**src/rtl/ps2_rx_core.sv**
```systemverilog
// ps2_rx_core: PS/2 device-to-host receiver with line filtering, frame decode and byte FIFO.
// Optional idle-frame timeout enabled by defining PS2_TIMEOUT_EN.
module ps2_rx_core #(
  parameter int FIFO_DEPTH  = 8,
  parameter int FILT_LEN    = 4,
  parameter int TIMEOUT_CYC = 20000
) (
  input  logic                          clk_i,
  input  logic                          rst_n_i,
  input  logic                          en_i,
  input  logic                          clr_i,
  input  logic                          ps2_clk_i,
  input  logic                          ps2_dat_i,
  output logic [7:0]                    dat_o,
  output logic                          valid_o,
  input  logic                          ready_i,
  output logic [$clog2(FIFO_DEPTH):0]   fifo_cnt_o,
  output logic                          par_err_o,
  output logic                          frm_err_o,
  output logic                          ovf_o
);
  localparam int AW = $clog2(FIFO_DEPTH);
  localparam int FW = $clog2(FILT_LEN + 1);
  typedef enum logic [1:0] {IDLE, DATA, PARITY, STOP} state_t;
  logic [1:0]         clk_sync_q, dat_sync_q, raw, filt_q, filt_d;
  logic [1:0][FW-1:0] fcnt_q, fcnt_d;
  logic               fall_q, din, to_hit;
  state_t             st_q, st_d;
  logic [2:0]         bit_q, bit_d;
  logic [7:0]         sh_q, sh_d;
  logic               par_q, par_d, push, perr_d, ferr_d, perr_q, ferr_q;
  logic [7:0]         mem_q [FIFO_DEPTH];
  logic [AW-1:0]      wp_q, wp_d, rp_q, rp_d;
  logic [AW:0]        cnt_q, cnt_d;
  logic               ovf_q, ovf_d, pop, wr, full;
  assign raw = {dat_sync_q[1], clk_sync_q[1]};
  assign din = filt_q[1];
  // Two-flop synchronisers, idle-high like the bus
  always_ff @(posedge clk_i or negedge rst_n_i)
    if (!rst_n_i) begin
      clk_sync_q <= 2'b11;
      dat_sync_q <= 2'b11;
    end else begin
      clk_sync_q <= {clk_sync_q[0], ps2_clk_i};
      dat_sync_q <= {dat_sync_q[0], ps2_dat_i};
    end
  // Filter: a level change is accepted after FILT_LEN consecutive differing samples
  always_comb
    for (int i = 0; i < 2; i++) begin
      fcnt_d[i] = (raw[i] != filt_q[i] && fcnt_q[i] != FW'(FILT_LEN - 1)) ? fcnt_q[i] + 1'b1 : '0;
      filt_d[i] = (raw[i] != filt_q[i] && fcnt_q[i] == FW'(FILT_LEN - 1)) ? raw[i] : filt_q[i];
    end
  // Filtered levels and the registered falling-edge strobe of the PS/2 clock
  always_ff @(posedge clk_i or negedge rst_n_i)
    if (!rst_n_i) begin
      filt_q <= 2'b11;
      fcnt_q <= '0;
      fall_q <= 1'b0;
    end else begin
      filt_q <= filt_d;
      fcnt_q <= fcnt_d;
      fall_q <= filt_q[0] & ~filt_d[0];
    end
`ifdef PS2_TIMEOUT_EN
  localparam int TW = $clog2(TIMEOUT_CYC + 1);
  logic [TW-1:0] to_q;
  // Watchdog: cleared on every fall, counts while a frame is in progress
  always_ff @(posedge clk_i or negedge rst_n_i)
    if (!rst_n_i) to_q <= '0;
    else          to_q <= (fall_q || st_q == IDLE) ? '0 : to_q + 1'b1;
  assign to_hit = st_q != IDLE && !fall_q && to_q == TW'(TIMEOUT_CYC - 1);
`else
  assign to_hit = TIMEOUT_CYC < 0;
`endif
  // Frame decoder: advances only on the fall strobe; disable or clear aborts the frame
  always_comb begin
    st_d   = st_q;
    bit_d  = bit_q;
    sh_d   = sh_q;
    par_d  = par_q;
    push   = 1'b0;
    perr_d = 1'b0;
    ferr_d = 1'b0;
    if (fall_q)
      case (st_q)
        IDLE: if (!din) begin
          st_d  = DATA;
          bit_d = '0;
        end
        DATA: begin
          sh_d  = {din, sh_q[7:1]};
          bit_d = bit_q + 3'd1;
          st_d  = bit_q == 3'd7 ? PARITY : DATA;
        end
        PARITY: begin
          par_d = din;
          st_d  = STOP;
        end
        default: begin
          st_d   = IDLE;
          ferr_d = !din;
          perr_d = din & ~^{sh_q, par_q};
          push   = din & ^{sh_q, par_q};
        end
      endcase
    if (to_hit) begin
      st_d   = IDLE;
      ferr_d = 1'b1;
    end
    if (!en_i || clr_i) begin
      st_d   = IDLE;
      push   = 1'b0;
      perr_d = 1'b0;
      ferr_d = 1'b0;
    end
  end
  // Decoder state and registered error pulses
  always_ff @(posedge clk_i or negedge rst_n_i)
    if (!rst_n_i) begin
      st_q   <= IDLE;
      bit_q  <= '0;
      sh_q   <= '0;
      par_q  <= 1'b0;
      perr_q <= 1'b0;
      ferr_q <= 1'b0;
    end else begin
      st_q   <= st_d;
      bit_q  <= bit_d;
      sh_q   <= sh_d;
      par_q  <= par_d;
      perr_q <= perr_d;
      ferr_q <= ferr_d;
    end
  assign valid_o = cnt_q != '0;
  assign full    = cnt_q == (AW + 1)'(FIFO_DEPTH);
  assign pop     = valid_o & ready_i;
  assign wr      = push & (!full | pop);
  // FIFO pointer/count/overflow next state; clear beats any same-cycle push or pop
  always_comb begin
    wp_d  = clr_i ? '0 : wp_q + AW'(wr);
    rp_d  = clr_i ? '0 : rp_q + AW'(pop);
    cnt_d = clr_i ? '0 : cnt_q + (AW + 1)'(wr) - (AW + 1)'(pop);
    ovf_d = clr_i ? 1'b0 : ovf_q | (push & full & !pop);
  end
  // FIFO control registers
  always_ff @(posedge clk_i or negedge rst_n_i)
    if (!rst_n_i) begin
      wp_q  <= '0;
      rp_q  <= '0;
      cnt_q <= '0;
      ovf_q <= 1'b0;
    end else begin
      wp_q  <= wp_d;
      rp_q  <= rp_d;
      cnt_q <= cnt_d;
      ovf_q <= ovf_d;
    end
  // FIFO storage; contents are only observed while valid, so no reset needed
  always_ff @(posedge clk_i)
    if (wr) mem_q[wp_q] <= sh_q;
  assign dat_o      = valid_o ? mem_q[rp_q] : '0;
  assign fifo_cnt_o = cnt_q;
  assign par_err_o  = perr_q;
  assign frm_err_o  = ferr_q;
  assign ovf_o      = ovf_q;
endmodule
```
**config.mk**
```make
export PLATFORM = sky130hd
export DESIGN_NAME = ps2_rx_core
export DESIGN_NICKNAME = d
export VERILOG_FILES = /design/src/rtl/ps2_rx_core.sv
export SDC_FILE = /design/constraint.sdc
export NUM_CORES = 1
export LEC_CHECK = 0
export ABC_CLOCK_PERIOD_IN_PS = 2670
export CAP_MARGIN = 0
export CORE_AREA = 2 2 99 91
export CTS_CLUSTER_DIAMETER = 50
export DETAILED_ROUTE_END_ITERATION = 8
export DIE_AREA = 0 0 101 93
export MAX_ROUTING_LAYER = met4
export PLACE_DENSITY = 0.83
export REMOVE_ABC_BUFFERS = 1
export SYNTH_ARGS = -nofsm -noshare
export SYNTH_HDL_FRONTEND = slang
export SYNTH_SLANG_ARGS = --single-unit
```
**constraint.sdc**
```tcl
create_clock -name clk_i -period 2.67 [get_ports clk_i]
set_input_delay 0.534 -clock clk_i [delete_from_list [all_inputs] [get_ports clk_i]]
set_output_delay 0.534 -clock clk_i [all_outputs]
set_load 0.1 [all_outputs]
```
# [After elaboration in Yosys (flattened, before gate mapping)]
# Memories as Yosys holds them, arrays and structs flattened.
# Index checks and enable logic that the tools add are counted.
[word_totals] register_bits=40 ramBits=64 in_bits=7 mem_count=1
[classes] add_sub_neg=7 eq_ne=12 n_mux=26 bitwise=10 n_reduce_logical=20
[mem_list] name="mem_q" depth=8 word_bits=8 rd=1 rd_clocked_by_memory_dff=0 write_ports=1 line_no="32" rtl="logic [7:0] mem_q [FIFO_DEPTH];"
[ops] cell="3-bit two-way mux" count=5
[ops] cell="1-bit two-way mux" count=13
[ops] cell="3-bit by 1-bit adder with 3-bit output, second input constant" count=3
[ops] cell="9-bit XNOR reduction" count=1
[ops] cell="9-bit parity" count=1
[ops] cell="2-bit two-way mux" count=4
[ops] cell="8-bit two-way mux" count=1
[ops] cell="1-bit bitwise AND" count=7
[ops] cell="3-bit by 1-bit adder with 3-bit output" count=2
[ops] cell="3-bit by 2-bit == test with 1-bit output, second input constant" count=2
[ops] cell="3-bit by 2-bit inequality test with 1-bit output, second input constant" count=2
[ops] cell="2-bit case mux with 3 select lines" count=1
[ops] cell="3-bit case mux with 2 select lines" count=1
[ops] cell="2-bit AND reduction" count=3
[ops] cell="4-bit by 1-bit adder with 4-bit output" count=1
[ops] cell="4-bit == test, second input constant" count=1
[ops] cell="1-bit logical AND" count=4
[ops] cell="1-bit logical NOT" count=4
[ops] cell="4-bit two-way mux" count=1
[ops] cell="2-bit nonzero test" count=2
[ops] cell="4-bit nonzero test" count=1
[ops] cell="4-bit by 1-bit subtractor with 4-bit output" count=1
[ops] cell="3-bit == test, second input constant" count=1
[ops] cell="3-bit inequality test, second input constant" count=1
[ops] cell="other kinds (10)" count=12

# [Longest topological paths before layout]
[logic_depth] ltp_word=9 ltp_mapped=13 depth_no_buf=12

# [Worst setup path before layout]
# OpenSTA, ideal clock, no wires.
[synth_timing] kind="register -> register" start="register cnt_q[2] (netlist: fifo_cnt_o[2])" end="register cnt_q[2] (netlist: fifo_cnt_o[2])" arrival_time_ps=3693 setup_slack_ps=-1155 stages_incl_launch_ff=14 path_cell_list="dfrtp_1 > inv_1 > ha_1 > and2_1 > clkbuf_1 > inv_1 > and2_1 > a21boi_1 > o21bai_1 > ha_1 > inv_1 > fa_1 > xor2_1 > nor2_1"
[synth_via] elab_chain_len=7
[synth_rtl] item="start: declaration" line_no="34" rtl="logic [AW:0] cnt_q, cnt_d;"
[synth_rtl] item="start signal: assignment" line_no="155" rtl="cnt_q <= cnt_d;"
[synth_rtl] item="4-bit nonzero test (*)" line_no="134" rtl="assign valid_o = cnt_q != '0;"
[synth_rtl] item="via valid_o" line_no="15" rtl="output logic valid_o,"
[synth_rtl] item="1-bit bitwise AND (*)" line_no="136" rtl="assign pop = valid_o & ready_i;"
[synth_rtl] item="1-bit bitwise OR" line_no="137" rtl="assign wr = push & (!full | pop);"
[synth_rtl] item="1-bit bitwise AND" line_no="137"
[synth_rtl] item="4-bit by 1-bit adder with 4-bit output" line_no="142" rtl="cnt_d = clr_i ? '0 : cnt_q + (AW + 1)'(wr) - (AW + 1)'(pop);"
[synth_rtl] item="4-bit by 1-bit subtractor with 4-bit output (*)" line_no="142"
[synth_rtl] item="4-bit two-way mux (*)" line_no="142"
[synth_rtl] item="via cnt_d[2]" line_no="34"
# Mark *: on every way through the listed nets, which the timed path passes. The rest lies on a longest branch.
# A chain may end at the register's enable or synchronous reset.

# [Final worst setup path]
[layout_timing] start="register rp_q[0]" end="output dat_o[6]"
[layout_via] elab_chain_len=2
[layout_rtl] item="start: declaration" line_no="33" rtl="logic [AW-1:0] wp_q, wp_d, rp_q, rp_d;"
[layout_rtl] item="start signal: assignment" line_no="154" rtl="rp_q <= rp_d;"
[layout_rtl] item="memory 8 x 8 bit"
[layout_rtl] item="8-bit two-way mux" line_no="161" rtl="assign dat_o = valid_o ? mem_q[rp_q] : '0;"
[layout_rtl] item="end: declaration" line_no="14" rtl="output logic [7:0] dat_o,"
# No other way between the ends.

==> results.sh <==
export IMPL_status="finished clean"
export IMPL_cts_sinks=104
export IMPL_cts_buffers=9
export IMPL_rsz0062_at_grt="false"
export IMPL_h_tree_depth=3
export IMPL_fin_area_um2=5090
export IMPL_antenna_found_initial=0
export IMPL_hold_ws_ps=288
export IMPL_io_buffers=22
export IMPL_finalMaxSlewViolations=0
export IMPL_wl_um=7440
export IMPL_crit_required_ps=2140
export IMPL_wl_per_cell_um=17.1
export IMPL_fin_util=0.606
export IMPL_setup_tns_ps=0
export IMPL_synthFlopType="edfxtp_1"
export IMPL_synth_distinct_cells=37
export IMPL_finalCritPeriodShare=0.949
export IMPL_synth_area_leader_cell="edfxtp_1"
export IMPL_yosys_warnings=0
export IMPL_startpoint_type="flip-flop"
export IMPL_worst_slew_pin_slew_ps=878
export IMPL_seq_area_frac_synth=0.675
export IMPL_grt_overflow=0
export IMPL_place_congestion=0.780
export IMPL_fin_cells=434
export IMPL_die_area_um2=9390
export IMPL_critical_path_class="reg -> out"
export IMPL_clk_pin_slew_ps=90
export IMPL_nets=351
export IMPL_synth_async_reset_ratio=0.385
export IMPL_p_leak_nw=2.10
export IMPL_drtIter0Drc=136
export IMPL_setup_viol=0
export IMPL_tritoncts="built"
export IMPL_dp_cells=419
export IMPL_synthTopCellsByCount="64 x edfxtp_1, 34 x dfrtp_1, 31 x nand2_1, 27 x nor2_1, 16 x mux4_2"
export IMPL_cp_max_fo=17
export IMPL_n_antenna_cell=0
export IMPL_core_area_um2=8410
export IMPL_io_pins=23
export IMPL_grt_pass1_wl_um=12100
export IMPL_hold_viol_final=0
export IMPL_first_global_vias=2327
export IMPL_holdBufCountCts=0
export IMPL_row_count=32
export IMPL_synth_edf_count=64
export IMPL_antenna_left=0
export IMPL_drc_errors=0
export IMPL_synth_avg_cell_area_um2=15.5
export IMPL_synth_most_common_cell="edfxtp_1"
export IMPL_max_cap_violations=0
export IMPL_clock_path_buffers=2
export IMPL_skew_ps=11.9
export IMPL_powerDensity_nw_per_um2=796
export IMPL_slew_headroom=0.415
export IMPL_die_width_um=101
export IMPL_viasPerCell=5.34
export IMPL_layout_drive_gt1_share=0.259
export IMPL_cts_root_buf="clkbuf_8"
export IMPL_synthCells=281
export IMPL_grt_max_degree=41
export IMPL_crit_arrival_ps=2000
export IMPL_start_util=0.517
export IMPL_crit_path_end_kind="output pin"
export IMPL_synth_top_area_share=0.442
export IMPL_worstSkewPairLatency_ps=360
export IMPL_dieHeight_um=93
export IMPL_fin_crit_ps=2530
export IMPL_synthesis_area_um2=4340
export IMPL_dr_pass1_iters=4
export IMPL_yosys_top_cells_area="edfxtp_1 44%, dfrtp_1 20%, mux4_2 8.3%, ha_1 4.3%, dfstp_2 3.6%"
export IMPL_placed_cell_area_um2=4890
export IMPL_ys_ff_latch=104
export IMPL_num_vias=2319
export IMPL_hold_class="in -> async"
export IMPL_syn_to_final_growth_pct=17.3
export IMPL_ir_drop_mv=0.695
export IMPL_grt_total_usage=0.180
export IMPL_clock_fmax_mhz=395
export IMPL_place_hpwl_um=5060
logic make-up after synthesis:
| kind of cell | synth area share |
|---|---|
| multiplexers | 0.104 |
| adder cells (fa/ha/maj) | 0.0478 |
| buffers and inverters | 0.0187 |
| AND/OR/NAND/NOR | 0.0971 |
| flip-flops | 0.675 |
| XOR/XNOR | 0.0357 |
| AO/OA/AOI/OAI | 0.0222 |
area by class of cell:
type	instances	area (um2)
clock inverters	5	63.8
inverters	13	48.8
fillers	627	3310
clock buffers	10	128
well taps	102	128
flip-flops and latches	104	2930
multi-input cells	156	1340
repair buffers	44	453
path summary, 6_finish.rpt:
| check | from | depth (start not counted) | slack [ps] | to |
|---|---|---|---|---|
| max | rp_q[0]$_DFF_PN0_ | 5 | 140 | dat_o[6] |
| min | rst_n_i | 1 | 290 | fcnt_q[3]$_DFF_PN0_ |
| max reg2reg | sh_q[1]$_DFFE_PN0P_ | 10 | 180 | fifo_cnt_o[2]$_DFF_PN0_ |
| min reg2reg | dat_sync_q[0]$_DFF_PN1_ | 0 | 360 | dat_sync_q[1]$_DFF_PN1_ |
| max in group asynchronous | rst_n_i | 1 | 1830 | bit_q[2]$_DFFE_PN0P_ |
| min in group clk_i | dat_sync_q[0]$_DFF_PN1_ | 0 | 360 | dat_sync_q[1]$_DFF_PN1_ |
layer usage:
| metal | wire, um | GRT usage |
|---|---|---|
| met5 | 0 | - |
| met4 | 102 | 0.0664 |
| met3 | 295 | 0.0374 |
| met2 | 3890 | 0.294 |
| met1 | 3150 | 0.225 |
metrics by stage:
| step | setup WS (ps) | power, W |
|---|---|---|
| after floorplan | -1050 | 0.00275 |
| after global placement | 11.9 | 0.00311 |
| after detailed placement | -54.2 | 0.00315 |
| after CTS | 88.5 | 0.00410 |
| after global routing | 4.62 | 0.00425 |
| final | 136 | 0.00406 |
layout by cell type, fill, tap and decap left out, types with 2 or more instances in the layout:
master | netlist | layout
buf_4 | 0 | 29
inv_1 | 13 | 13
dfrtp_1 | 34 | 34
clkdlybuf4s50_1 | 0 | 5
a22o_1 | 2 | 2
a21oi_1 | 3 | 3
nor2b_1 | 6 | 6
ha_1 | 15 | 15
edfxtp_1 | 64 | 64
inv_6 | 0 | 3
nor2_1 | 27 | 27
dfstp_2 | 6 | 6
xnor2_1 | 6 | 5
nor3_1 | 4 | 4
mux4_2 | 16 | 16
xnor2_2 | 1 | 2
mux2i_1 | 8 | 8
nand2_1 | 31 | 31
o21ai_0 | 7 | 7
xor2_1 | 4 | 4
nor3b_1 | 4 | 4
clkbuf_8 | 0 | 9
buf_12 | 0 | 9
nand2b_1 | 5 | 5
and2_1 | 2 | 2
registers in the layout, summed over array words and instances (netlist names), 2 cells and up:
name,cells
filt_q,2
fcnt_q,6
rp_q,3
mem_q,64
dat_sync_q,2
wp_q,3
fifo_cnt_o,4
clk_sync_q,2
sh_q,8
st_q,2
bit_q,3
timing repair:
item,in CTS,in global routing
buffers inserted,0,0
setup endpoints to repair,0,3
gates resized for setup,0,2
critical path, stage by stage, from the launching register on:
cell,delay (ps)
dfrtp_1,340
buf_4,320
mux4_2,580
mux2i_1,140
nor2_1,90
buf_12,170
where the power goes:
| group | leakage [nW] | switching, W | total (W) | internal [W] |
|---|---|---|---|---|
| logic | 0.804 | 0.000812 | 0.00125 | 0.000438 |
| registers | 1.20 | 0.0000570 | 0.00185 | 0.00179 |
| clock network | 0.0938 | 0.000518 | 0.000957 | 0.000439 |
| total | 2.10 | 0.00139 | 0.00406 | 0.00267 |
No activity file was read; power rests on OpenSTA's default activity.
